## config.mk

```make
export PLATFORM = sky130hd
export DESIGN_NAME = pip_hazard_ctrl
export DESIGN_NICKNAME = d
export VERILOG_FILES = /design/src/rtl/pip_pkg.sv /design/src/rtl/pip_fwd_unit.sv /design/src/rtl/pip_hazard_ctrl.sv
export SDC_FILE = /design/constraint.sdc
export NUM_CORES = 1
export LEC_CHECK = 0
export BUFFER_PORTS_ARGS = -buffer_cell sky130_fd_sc_hd__buf_4
export CAP_MARGIN = 20
export CORE_MARGIN = 10
export CORE_UTILIZATION = 51
export DETAILED_ROUTE_END_ITERATION = 10
export PLACE_DENSITY = 0.78
export SYNTH_ARGS = -nofsm -noshare
export SYNTH_HDL_FRONTEND = slang
export SYNTH_HIERARCHICAL = 1
export SYNTH_SLANG_ARGS = --single-unit
```

## constraint.sdc

```tcl
create_clock -name clk -period 2.4 [get_ports clk]
set_input_delay 0.36 -clock clk [delete_from_list [all_inputs] [get_ports clk]]
set_output_delay 0.36 -clock clk [all_outputs]
set_load 0.03 [all_outputs]
```

## src/rtl/pip_pkg.sv

```systemverilog
// ----------------------------------------------------------------------------
// pip_pkg
//  Shared types and constants for the pipeline hazard controller.
//  - pip_state_e : sequencer state (RUN / MEM_WAIT / HALT)
//  - FWD_*       : EX operand forwarding select encodings
//  - pip_en_t    : bundle of pipeline register load enables
// ----------------------------------------------------------------------------
package pip_pkg;

    typedef enum logic [1:0] {
        ST_RUN      = 2'd0,
        ST_MEM_WAIT = 2'd1,
        ST_HALT     = 2'd2
    } pip_state_e;

    localparam logic [1:0] FWD_RF  = 2'b00;
    localparam logic [1:0] FWD_WB  = 2'b01;
    localparam logic [1:0] FWD_MEM = 2'b10;

    typedef struct packed {
        logic pc;
        logic ifid;
        logic idex;
        logic exmem;
        logic memwb;
    } pip_en_t;

    localparam pip_en_t EN_ALL  = '{pc: 1'b1, ifid: 1'b1, idex: 1'b1, exmem: 1'b1, memwb: 1'b1};
    localparam pip_en_t EN_NONE = '{pc: 1'b0, ifid: 1'b0, idex: 1'b0, exmem: 1'b0, memwb: 1'b0};

endpackage

```

## src/rtl/pip_fwd_unit.sv

```systemverilog
// ----------------------------------------------------------------------------
// pip_fwd_unit
//  Combinational forwarding select for one EX-stage source operand.
//  Ports:
//    rs_ad_i      EX-stage source register address
//    mem_rd_ad_i  MEM-stage destination address, mem_rdEn_i its write enable
//    wb_rd_ad_i   WB-stage destination address,  wb_rdEn_i its write enable
//    sel_o        FWD_MEM / FWD_WB / FWD_RF
//  The MEM result is younger than the WB result, so it wins when both match.
//  x0 is hardwired zero and is never forwarded.
// ----------------------------------------------------------------------------
module pip_fwd_unit
    import pip_pkg::*;
(
    input  logic [4:0] rs_ad_i,
    input  logic [4:0] mem_rd_ad_i,
    input  logic       mem_rdEn_i,
    input  logic [4:0] wb_rd_ad_i,
    input  logic       wb_rdEn_i,
    output logic [1:0] sel_o
);

    always_comb begin
        sel_o = FWD_RF;
        if (mem_rdEn_i && (mem_rd_ad_i != 5'd0) && (mem_rd_ad_i == rs_ad_i))
            sel_o = FWD_MEM;
        else if (wb_rdEn_i && (wb_rd_ad_i != 5'd0) && (wb_rd_ad_i == rs_ad_i))
            sel_o = FWD_WB;
    end

endmodule

```

## src/rtl/pip_hazard_ctrl.sv

```systemverilog
// ----------------------------------------------------------------------------
// pip_hazard_ctrl
//  Pipeline sequencer for the 5-stage core: drives PC and pipeline register
//  enables/flushes, resolves load-use stalls, taken-branch flushes and data
//  memory wait states, and produces EX forwarding selects.
//  Ports:
//    clk, rst_n                 clock, async active-low reset
//    id_rs*_ad, ex_rs*_ad       ID / EX source addresses
//    ex_rd_ad/ex_rdEn/ex_memRd  EX destination, write enable, load flag
//    ex_br_taken                branch/jump in EX resolved taken
//    mem_rd_ad/mem_rdEn         MEM destination and write enable
//    wb_rd_ad/wb_rdEn           WB destination and write enable
//    mem_req/mem_ready          data memory handshake
//    pc_en..memwb_en            pipeline load enables
//    ifid_flush/idex_flush      insert NOP / bubble
//    fwdA_sel/fwdB_sel          EX operand forwarding selects
//    mem_err                    wait watchdog fired (sticky)
//    stall_cnt/flush_cnt        saturating performance counters
//  All control outputs are combinational from state and current inputs and
//  are forced inactive while rst_n is low.
// ----------------------------------------------------------------------------
module pip_hazard_ctrl
    import pip_pkg::*;
#(
    parameter int MEM_TIMEOUT = 64,
    parameter int CNT_W       = 16
) (
    input  logic             clk,
    input  logic             rst_n,
    input  logic [4:0]       id_rs1_ad,
    input  logic [4:0]       id_rs2_ad,
    input  logic [4:0]       ex_rs1_ad,
    input  logic [4:0]       ex_rs2_ad,
    input  logic [4:0]       ex_rd_ad,
    input  logic             ex_rdEn,
    input  logic             ex_memRd,
    input  logic             ex_br_taken,
    input  logic [4:0]       mem_rd_ad,
    input  logic             mem_rdEn,
    input  logic [4:0]       wb_rd_ad,
    input  logic             wb_rdEn,
    input  logic             mem_req,
    input  logic             mem_ready,
    output logic             pc_en,
    output logic             ifid_en,
    output logic             ifid_flush,
    output logic             idex_en,
    output logic             idex_flush,
    output logic             exmem_en,
    output logic             memwb_en,
    output logic [1:0]       fwdA_sel,
    output logic [1:0]       fwdB_sel,
    output logic             mem_err,
    output logic [CNT_W-1:0] stall_cnt,
    output logic [CNT_W-1:0] flush_cnt
);

    localparam int WCNT_W = $clog2(MEM_TIMEOUT + 1);
    localparam logic [WCNT_W-1:0] WCNT_MAX = WCNT_W'(MEM_TIMEOUT);

    pip_state_e         state_q,     state_d;
    logic [WCNT_W-1:0]  wait_cnt_q,  wait_cnt_d;
    logic               mem_err_q,   mem_err_d;
    logic [CNT_W-1:0]   stall_cnt_q, stall_cnt_d;
    logic [CNT_W-1:0]   flush_cnt_q, flush_cnt_d;

    pip_en_t            en_c;
    logic               ifid_flush_c, idex_flush_c;
    logic               advance_c;     // pipeline not frozen this cycle
    logic               load_use_c;
    logic               mem_done_c;
    logic [1:0]         fwdA_c, fwdB_c;

    assign load_use_c = ex_memRd && ex_rdEn && (ex_rd_ad != 5'd0) &&
                        ((ex_rd_ad == id_rs1_ad) || (ex_rd_ad == id_rs2_ad));

    // Dropping the request mid-wait releases the pipeline just like ready.
    assign mem_done_c = mem_ready || !mem_req;

    // ---------------- next-state and enable/flush decode ----------------
    always_comb begin
        state_d      = state_q;
        wait_cnt_d   = wait_cnt_q;
        mem_err_d    = mem_err_q;
        en_c         = EN_ALL;
        ifid_flush_c = 1'b0;
        idex_flush_c = 1'b0;
        advance_c    = 1'b0;

        case (state_q)
            ST_RUN: begin
                if (mem_req && !mem_ready) begin
                    en_c       = EN_NONE;
                    state_d    = ST_MEM_WAIT;
                    wait_cnt_d = WCNT_W'(1);
                end else begin
                    advance_c = 1'b1;
                end
            end
            ST_MEM_WAIT: begin
                if (mem_done_c) begin
                    advance_c  = 1'b1;
                    state_d    = ST_RUN;
                    wait_cnt_d = '0;
                end else if (wait_cnt_q == WCNT_MAX) begin
                    en_c      = EN_NONE;
                    state_d   = ST_HALT;
                    mem_err_d = 1'b1;
                end else begin
                    en_c       = EN_NONE;
                    wait_cnt_d = wait_cnt_q + 1'b1;
                end
            end
            ST_HALT: begin
                en_c = EN_NONE;
            end
            default: begin
                en_c    = EN_NONE;
                state_d = ST_HALT;
            end
        endcase

        // A taken branch squashes the younger instructions, so a load-use
        // stall on the (wrong-path) ID instruction is pointless.
        if (advance_c) begin
            if (ex_br_taken) begin
                ifid_flush_c = 1'b1;
                idex_flush_c = 1'b1;
            end else if (load_use_c) begin
                en_c.pc      = 1'b0;
                en_c.ifid    = 1'b0;
                idex_flush_c = 1'b1;
            end
        end
    end

    // ---------------- performance counters (saturating) ----------------
    always_comb begin
        stall_cnt_d = stall_cnt_q;
        flush_cnt_d = flush_cnt_q;
        if (!en_c.pc && (stall_cnt_q != '1))
            stall_cnt_d = stall_cnt_q + 1'b1;
        if (advance_c && ex_br_taken && (flush_cnt_q != '1))
            flush_cnt_d = flush_cnt_q + 1'b1;
    end

    always_ff @(posedge clk or negedge rst_n) begin
        if (!rst_n) begin
            state_q     <= ST_RUN;
            wait_cnt_q  <= '0;
            mem_err_q   <= 1'b0;
            stall_cnt_q <= '0;
            flush_cnt_q <= '0;
        end else begin
            state_q     <= state_d;
            wait_cnt_q  <= wait_cnt_d;
            mem_err_q   <= mem_err_d;
            stall_cnt_q <= stall_cnt_d;
            flush_cnt_q <= flush_cnt_d;
        end
    end

    // ---------------- forwarding ----------------
    pip_fwd_unit u_fwd_a (
        .rs_ad_i     (ex_rs1_ad),
        .mem_rd_ad_i (mem_rd_ad),
        .mem_rdEn_i  (mem_rdEn),
        .wb_rd_ad_i  (wb_rd_ad),
        .wb_rdEn_i   (wb_rdEn),
        .sel_o       (fwdA_c)
    );

    pip_fwd_unit u_fwd_b (
        .rs_ad_i     (ex_rs2_ad),
        .mem_rd_ad_i (mem_rd_ad),
        .mem_rdEn_i  (mem_rdEn),
        .wb_rd_ad_i  (wb_rd_ad),
        .wb_rdEn_i   (wb_rdEn),
        .sel_o       (fwdB_c)
    );

    // ---------------- outputs, held inactive during reset ----------------
    assign pc_en      = rst_n && en_c.pc;
    assign ifid_en    = rst_n && en_c.ifid;
    assign idex_en    = rst_n && en_c.idex;
    assign exmem_en   = rst_n && en_c.exmem;
    assign memwb_en   = rst_n && en_c.memwb;
    assign ifid_flush = rst_n && ifid_flush_c;
    assign idex_flush = rst_n && idex_flush_c;
    assign fwdA_sel   = rst_n ? fwdA_c : FWD_RF;
    assign fwdB_sel   = rst_n ? fwdB_c : FWD_RF;
    assign mem_err    = mem_err_q;
    assign stall_cnt  = stall_cnt_q;
    assign flush_cnt  = flush_cnt_q;

endmodule

```

# [Word-level counts from Yosys, hierarchy flattened]
# Index checks and enable logic that the tools add are counted.
[classes] n_eq_ne=14 n_addsub=3 bitwise=2 n_mux=28 n_reduce_logical=33
[ops] operator="adder 16 x 1 -> 16 bit, second input constant" count=2
[ops] operator="inequality test 16 bit, second input constant" count=2
[ops] operator="== test 5 bit" count=6
[ops] operator="two-way mux 7 bit" count=3
[ops] operator="logical AND 1 bit" count=20
[ops] operator="two-way mux 2 bit" count=10
[ops] operator="nonzero test 5 bit" count=3
[ops] operator="one-hot mux 7 bit (2 select lines)" count=1
[ops] operator="two-way mux 5 bit" count=2
[ops] operator="one-hot mux 5 bit (2 select lines)" count=1
[ops] operator="two-way mux 1 bit" count=9
[ops] operator="AND reduction 3 bit" count=3
[ops] operator="adder 7 x 1 -> 7 bit, second input constant" count=1
[ops] operator="== test 7 bit, second input constant" count=1
[ops] operator="inequality test 3 bit, second input constant" count=2
[ops] operator="one-hot mux 2 bit (3 select lines)" count=1
[ops] operator="zero test 1 bit" count=3
[ops] operator="== test 2 x 1 -> 1 bit, second input constant" count=1
[ops] operator="== test 2 bit, second input constant" count=1
[ops] operator="zero test 2 bit" count=1
[ops] operator="logical OR 1 bit" count=2
[ops] operator="inequality test 2 bit, second input constant" count=1
[ops] operator="NOT 1 bit" count=2
[ops] operator="one-hot mux 1 bit (2 select lines)" count=1
[ops] operator="nonzero test 2 bit" count=1
[word_totals] out_inout_bits=44 reg_bits=42 wordCells=85

# [Logic depth before layout (Yosys ltp)]
# Gate-level depths: netlist (run 1).
[depth] word_depth=9 mapped_depth=9

# [By module]
# Netlist (run 1), hierarchy kept.
[modules_own_cells] mod="pip_hazard_ctrl" cells_each=234 area_each_um2=2389.8 instances=1 seq_area_each_um2=1051.0
[modules_own_cells] mod="pip_fwd_unit" cells_each=20 area_each_um2=151.4 instances=2 seq_area_each_um2=0.0

# [Least setup slack after synthesis (run 1)]
# No wires, ideal clock.
[synth_timing] kind="input to output" startpoint="input port ex_rd_ad[1]" endpoint="output port pc_en" arrival_ns=1.895 stages=5 path_slack_ns=0.145 path_cell_list="or4_1 o211ai_2 nor3_1 nor2_1 buf_4"
[synth_between] elab_chain_cells=7 word_cells_on_any_way=10
[synth_lines] item="start: declaration" line_no="pip_hazard_ctrl.sv:34" rtl="input logic [4:0] ex_rd_ad,"
[synth_lines] item="== test 5 bit / nonzero test 5 bit (equally long branches)" line_no="pip_hazard_ctrl.sv:75, pip_hazard_ctrl.sv:74"
[synth_lines] item="logical OR 1 bit / logical AND 1 bit (equally long branches)" line_no="pip_hazard_ctrl.sv:75, pip_hazard_ctrl.sv:74"
[synth_lines] item="logical AND 1 bit (*)" line_no="pip_hazard_ctrl.sv:74" rtl="assign load_use_c = ex_memRd && ex_rdEn && (ex_rd_ad != 5'd0) &&"
[synth_lines] item="two-way mux 2 bit (*)" line_no="pip_hazard_ctrl.sv:129" rtl="end else if (load_use_c) begin"
[synth_lines] item="two-way mux 2 bit (*)" line_no="pip_hazard_ctrl.sv:126" rtl="if (ex_br_taken) begin"
[synth_lines] item="two-way mux 2 bit (*)" line_no="pip_hazard_ctrl.sv:125" rtl="if (advance_c) begin"
[synth_lines] item="logical AND 1 bit (*)" line_no="pip_hazard_ctrl.sv:183" rtl="assign pc_en = rst_n && en_c.pc;"
[synth_lines] item="end: declaration" line_no="pip_hazard_ctrl.sv:44" rtl="output logic pc_en,"
# Every way passes the cells marked *; elsewhere a longest branch is shown, timed or not.

# [Worst setup path in the final report (run 1)]
[layout_timing] startpoint="input port ex_rd_ad[1]" endpoint="output port idex_flush"
[layout_between] elab_chain_cells=7 word_cells_on_any_way=10
[layout_lines] item="== test 5 bit / nonzero test 5 bit (equally long branches)" line_no="pip_hazard_ctrl.sv:75, pip_hazard_ctrl.sv:74"
[layout_lines] item="logical OR 1 bit / logical AND 1 bit (equally long branches)" line_no="pip_hazard_ctrl.sv:75, pip_hazard_ctrl.sv:74"
[layout_lines] item="logical AND 1 bit (*)" line_no="pip_hazard_ctrl.sv:74"
[layout_lines] item="two-way mux 1 bit (*)" line_no="pip_hazard_ctrl.sv:129"
[layout_lines] item="two-way mux 1 bit (*)" line_no="pip_hazard_ctrl.sv:126"
[layout_lines] item="two-way mux 1 bit (*)" line_no="pip_hazard_ctrl.sv:125"
[layout_lines] item="logical AND 1 bit (*)" line_no="pip_hazard_ctrl.sv:189" rtl="assign idex_flush = rst_n && idex_flush_c;"
[layout_lines] item="end: declaration" line_no="pip_hazard_ctrl.sv:48" rtl="output logic idex_flush,"
# Marks and branches as above.

==> results of run 1 <==
## report_power, final
| group | switching [mW] | internal [mW] |
|---|---|---|
| combinational | 0.0814 | 0.0840 |
| sequential | 0.00107 | 0.708 |
| clock | 0.242 | 0.205 |
| total | 0.325 | 0.997 |
## per-stage QoR
step	setup slack, ps	instances	power, mW	utilization	hold slack [ps]
3_5_place_dp	316	429	0.890	0.667	272
4_1_cts	302	438	1.34	0.686	383
5_1_grt	200	438	1.38	0.686	422
3_3_place_gp	375	429	0.884	0.667	270
6_report	328	438	1.32	0.686	387
2_1_floorplan	145	274	0.785	-	64.4
## layout by cell type (no fill, tap or decap), drive strengths merged, types with 4 or more instances in the layout
cell type	Yosys	routed
xor2	22	22
xnor2	33	33
and2	4	4
nor2	25	25
clkbuf	0	6
a21oi	10	10
and3	12	12
buf	6	91
dfrtp	42	42
o21ai	8	8
nor3	15	15
nand3	20	20
nand4	10	10
inv	6	6
ha	4	4
nand2	29	29
## worst min-delay path, stage by stage
cell	delay [ps]
buf_4	110
nand2b_1	100
nor2_1	60
## worst paths after layout
kind	start	to	slack, ps	cells after the start
setup reg to reg	stall_cnt[3]$_DFFE_PN0P_	stall_cnt[9]$_DFFE_PN0P_	480	7
min in group asynchronous	rst_n	stall_cnt[5]$_DFFE_PN0P_	490	2
max in group asynchronous	rst_n	stall_cnt[12]$_DFFE_PN0P_	1320	3
hold reg to reg	stall_cnt[9]$_DFFE_PN0P_	stall_cnt[9]$_DFFE_PN0P_	490	1
setup / recovery	ex_rd_ad[1]	idex_flush	330	7
hold / removal	mem_req	state_q[0]$_DFFE_PN0P_	390	3
## cell type report
class	count	area share
clock inverters	2	0.00393
clock buffers	6	0.0207
well taps	70	0.0250
multi-input cells	219	0.445
repair buffers	92	0.198
inverters	7	0.00750
flip-flops and latches	42	0.300
## flip-flops by register name, indices dropped and copies added (netlist names)
signal      count
stall_cnt      16
mem_err         1
state_q         2
flush_cnt      16
wait_cnt_q      7
## timing repair
action                                 CTS  global route
hold buffers                             1             0
setup endpoints to repair                0             0
resized for setup                        0             0
endpoints found under the hold margin   19             0
## layer usage
metal	part of all wire	track usage
met5	0	0
met4	0.0097	0.0424
met3	0.095	0.0638
met2	0.47	0.259
met1	0.42	0.167
## synth_stat cells, drive strengths merged
master,count,share of area
mux2,2,0.0098
nor4,2,0.0046
o211ai,2,0.0093
nor2b,2,0.0056
nor2,25,0.036
and2,4,0.0093
nand2,29,0.041
o21bai,1,0.0028
o31ai,1,0.0079
xnor2,33,0.11
a21oi,10,0.019
a21o,1,0.0028
dfrtp,42,0.39
inv,6,0.0084
clkinv,1,0.0014
buf,6,0.021
a211o,1,0.0033
nor3,15,0.037
or2,1,0.0023
ha,4,0.019
and4,3,0.0098
nand2b,1,0.0023
or4b,1,0.0037
or4,1,0.0028
xor2,22,0.072
a211oi,2,0.0093
nand4,10,0.034
o41ai,2,0.012
nand3,20,0.052
o21ai,8,0.015
mux2i,2,0.0074
or3,1,0.0023
and3,12,0.030
a22oi,1,0.0046
## logic make-up after synthesis
logic type               count (synthesis)  synth area share
AND/OR/NAND/NOR                        127             0.273
XOR/XNOR                                55             0.184
flip-flops                              42             0.390
AO/OA/AOI/OAI                           29            0.0855
buffers and inverters                   13            0.0307
multiplexers                             4            0.0172
adder cells (fa/ha/maj)                  4            0.0186
==> results.sh, run 1 <==
export IMPL_synth_nets=322
export IMPL_grt_pass1_wl_mm=10.8
export IMPL_slowest_delay_ps=550
export IMPL_drc=0
export IMPL_fin_area_um2=3500
export IMPL_cp_start_kind="primary input"
export IMPL_postCtsSetupBuffers=0
export IMPL_multi_input_area_um2=1560
export IMPL_routed_wl_mm=6.50
export IMPL_min_period_over_period=0.863
export IMPL_crit_path_end_kind="primary output"
export IMPL_place_area_um2=3410
export IMPL_drt_iter0_markers=54
export IMPL_path_max_fanout=3
export IMPL_drive_gt1_frac=0.348
export IMPL_setup_tns_ps=0
export IMPL_clk_path_buf_depth=2
export IMPL_cpMostUsedCell="nor2_1"
export IMPL_yosys_warnings=6
export IMPL_overflow=0
export IMPL_io_pins=88
export IMPL_avgSynthCellArea_um2=9.83
export IMPL_die_area_um2=8590
export IMPL_cts_tree="built"
export IMPL_path_class="primary input to primary output"
export IMPL_leakage_nw=1.62
export IMPL_yosysSeqAreaShare=0.390
export IMPL_fill_cells=427
export IMPL_maxCapViolCount=0
export IMPL_ys_ff_latch=42
export IMPL_clk_latency_ps=300
export IMPL_die_height_um=92.7
export IMPL_crit_chain="buf_4 > or4_1 > o211ai_2 > nor2_1 > nor2_1 > nor2_1 > buf_4"
export IMPL_hpwl_mm=5.32
export IMPL_via_per_inst=5.24
export IMPL_seqCellArea_um2=1050
export IMPL_finalSetupViolations=0
export IMPL_status="finished, final reports clean"
export IMPL_p_per_area_nw_per_um2=377
export IMPL_ir_drop_uv=295
export IMPL_arrival_ps=1710
export IMPL_drtPass1Iterations=4
export IMPL_finalHoldViolCount=0
export IMPL_clock_skew_ps=11.3
export IMPL_nNetsFinal=415
export IMPL_initial_core_util=0.527
export IMPL_drv_slew=0
export IMPL_synth_cells=274
export IMPL_cts_root_buf="clkbuf_8"
export IMPL_tightest_slew_ps=447
export IMPL_crit_slowest_cell="or4_1"
export IMPL_wl_per_cell_um=14.8
export IMPL_postRouteAntennaNets=0
export IMPL_gp_congestion=0.799
export IMPL_post_route_min_period_ps=2070
export IMPL_grtUsageTotal=0.151
export IMPL_grt_pass1_vias=2402
export IMPL_synth_cell_types=45
export IMPL_cp_required_ps=2040
export IMPL_clkSinkCount=42
export IMPL_relSlewSlack=0.700
export IMPL_via_count=2296
export IMPL_clk_pin_slew_worst_paths_ps=80
export IMPL_cts_max_level=2
export IMPL_hold_class="primary input to register"
export IMPL_die_w_um=92.7
export IMPL_rsz0062_at_grt="false"
export IMPL_syn_to_final_growth_pct=30.1
export IMPL_cts_buffers=5
export IMPL_coreArea_um2=5110
export IMPL_crit_buf_inv=2
export IMPL_antenna_found_initial=0
export IMPL_numPortBuffers=87
export IMPL_crit_family="simple AND/OR/NAND/NOR gates"
export IMPL_fp_row_count=26
export IMPL_syn_area_um2=2690
export IMPL_antennaDiodeCount=0
export IMPL_timing_fmax_mhz=483
export IMPL_grt_max_degree=27
No activity file was read; power rests on OpenSTA's default activity.
==> inputs of run 2 (changes only) <==
CORE_UTILIZATION = 55   (was 51)
CTS_BUF_LIST = sky130_fd_sc_hd__clkbuf_8   (was not set)
CTS_CLUSTER_SIZE = 8   (was not set)
PLACE_DENSITY = 0.84   (was 0.78)
clock period = 2.6 ns   (was 2.4 ns; I/O delays follow)
==> run 2 against run 1 <==
  * Setup slack improved by 180 ps
  * First-iteration DRC count increased by 22%
  * Worst hold slack improved by 22 ps
  * Via count decreased by 0.96%
  * Register-to-register slack improved by 130 ps
  * Global-route usage increased by 0.65 points
  * Critical path depth decreased by 1
  * Sequential share of layout area increased by 0.054 points
  * Sequential cell count unchanged
  * Utilization increased by 5.4 points
  * Clock skew decreased by 5.7 ps
  * Routed wire length decreased by 2.3%
==> results.sh, run 2 (synthesis results as in run 1) <==
export IMPL_via_per_inst=5.24
export IMPL_postCtsSetupBuffers=0
export IMPL_via_count=2274
export IMPL_arrival_ps=1700
export IMPL_clock_skew_ps=5.62
export IMPL_drc=0
export IMPL_place_ws_ps=499
export IMPL_antenna_found_initial=0
export IMPL_drtPass1Iterations=4
export IMPL_min_period_over_period=0.805
export IMPL_status="finished, final reports clean"
export IMPL_antennaDiodeCount=0
export IMPL_leakage_nw=1.62
export IMPL_grtUsageMet3=0.0648
export IMPL_gp_congestion=0.786
export IMPL_busiest_layer="met2"
export IMPL_numPortBuffers=87
export IMPL_die_area_um2=8090
export IMPL_rsz0062_at_grt="false"
export IMPL_finalHoldViolCount=0
export IMPL_fp_row_count=25
export IMPL_rr_worst_depth=6
export IMPL_coreArea_um2=4720
export IMPL_setup_slack_ps=506
export IMPL_grtUsageMet2=0.260
export IMPL_cts_max_level=2
export IMPL_timing_fmax_mhz=478
export IMPL_final_cell_mix="buf_4 (90), dfrtp_1 (42), xnor2_1 (31), nand2_1 (28), nor2_1 (24)"
export IMPL_syn_to_final_growth_pct=29.9
export IMPL_die_height_um=90.0
export IMPL_cp_required_ps=2210
export IMPL_drt_iter0_markers=66
export IMPL_hpwl_mm=5.15
export IMPL_finalPower_mw=1.24
export IMPL_clk_pin_slew_worst_paths_ps=70
export IMPL_routed_wl_mm=6.35
export IMPL_finalSetupViolations=0
export IMPL_relSlewSlack=0.679
export IMPL_final_common_cell="buf_4"
export IMPL_cts_buffers=5
export IMPL_fill_cells=357
export IMPL_instances_no_fill=434
export IMPL_r2r_setup_slack_ps=610
export IMPL_postRouteAntennaNets=0
export IMPL_hold_buffers=1
export IMPL_cp_start_kind="primary input"
export IMPL_path_max_fanout=3
export IMPL_clk_latency_ps=300
export IMPL_path_class="primary input to primary output"
export IMPL_cts_tree="built"
export IMPL_wl_per_cell_um=14.6
export IMPL_cts_root_buf="clkbuf_8"
export IMPL_crit_path_end_kind="primary output"
export IMPL_dp_cells=425
export IMPL_grtUsageTotal=0.157
export IMPL_tightest_slew_ps=479
export IMPL_maxCapViolCount=0
export IMPL_fin_hold_ws_ps=408
export IMPL_clkSinkCount=42
export IMPL_seqCellArea_um2=1050
export IMPL_grt_max_degree=34
export IMPL_r2r_end="stall_cnt[1]$_DFFE_PN0P_"
export IMPL_clk_path_buf_depth=2
export IMPL_grt_use_met1=0.189
export IMPL_ir_drop_uv=228
export IMPL_multi_input_area_um2=1560
export IMPL_timing_rr_start="stall_cnt[6]$_DFFE_PN0P_"
export IMPL_endpoint="ifid_en"
export IMPL_initial_core_util=0.570
export IMPL_critical_path_startpoint="ex_rd_ad[1]"
export IMPL_drv_slew=0
export IMPL_nNetsFinal=414
export IMPL_grt_pass1_wl_mm=10.9
export IMPL_post_route_min_period_ps=2090
export IMPL_overflow=0
export IMPL_setup_tns_ps=0
export IMPL_io_pins=88
export IMPL_grt_pass1_vias=2288
export IMPL_post_cts_resized=0
export IMPL_p_per_area_nw_per_um2=354
export IMPL_drive_gt1_frac=0.346
export IMPL_hold_class="primary input to register"
export IMPL_die_w_um=90.0
==> run 2: cell types whose count changed in the layout (fill, tap and decap cells not counted), sizes merged <==
cell | previous run | this run
inv | 6 | 7
buf | 91 | 90
clkinv | 3 | 2
==> run 2: metal layers <==
layer	vias up	share of wire
li1	1134	-
met5	-	0
met3	7	0.069
met2	62	0.48
met1	1071	0.44
met4	0	0.0072
==> run 2: critical path: stages <==
cell and delay (ps):
buf_4 120, or4_1 550, o211ai_2 250, nor3_1 80, nor2_1 130, buf_4 180
==> run 2: cell type report <==
class                   instances  area share
clock inverters                 2     0.00250
repair buffers                 91       0.196
flip-flops and latches         42       0.301
clock buffers                   6      0.0236
inverters                       7     0.00751
well taps                      67      0.0240
multi-input cells             219       0.446
==> run 2: worst min-delay path by stage <==
stage	from	endpoint	depth (start not counted)
6_report	mem_req	state_q[0]$_DFFE_PN0P_	3
5_1_grt	mem_req	state_q[0]$_DFFE_PN0P_	3
4_1_cts	mem_req	state_q[0]$_DFFE_PN0P_	3
3_5_place_dp	rst_n	stall_cnt[4]$_DFFE_PN0P_	1
3_3_place_gp	rst_n	stall_cnt[3]$_DFFE_PN0P_	1
2_1_floorplan	rst_n	flush_cnt[0]$_DFFE_PN0P_	0
==> run 2: report_power, final <==
part	internal, mW	switching (mW)
Clock	0.210	0.222
Combinational	0.0775	0.0731
Sequential	0.653	0.00103
Total	0.941	0.296
==> run 2: through the flow <==
step,util,area [um^2]
2_1_floorplan,-,2690
4_1_cts,0.740,3500
6_report,0.740,3500
3_5_place_dp,0.719,3400
3_3_place_gp,0.719,3400
5_1_grt,0.740,3500
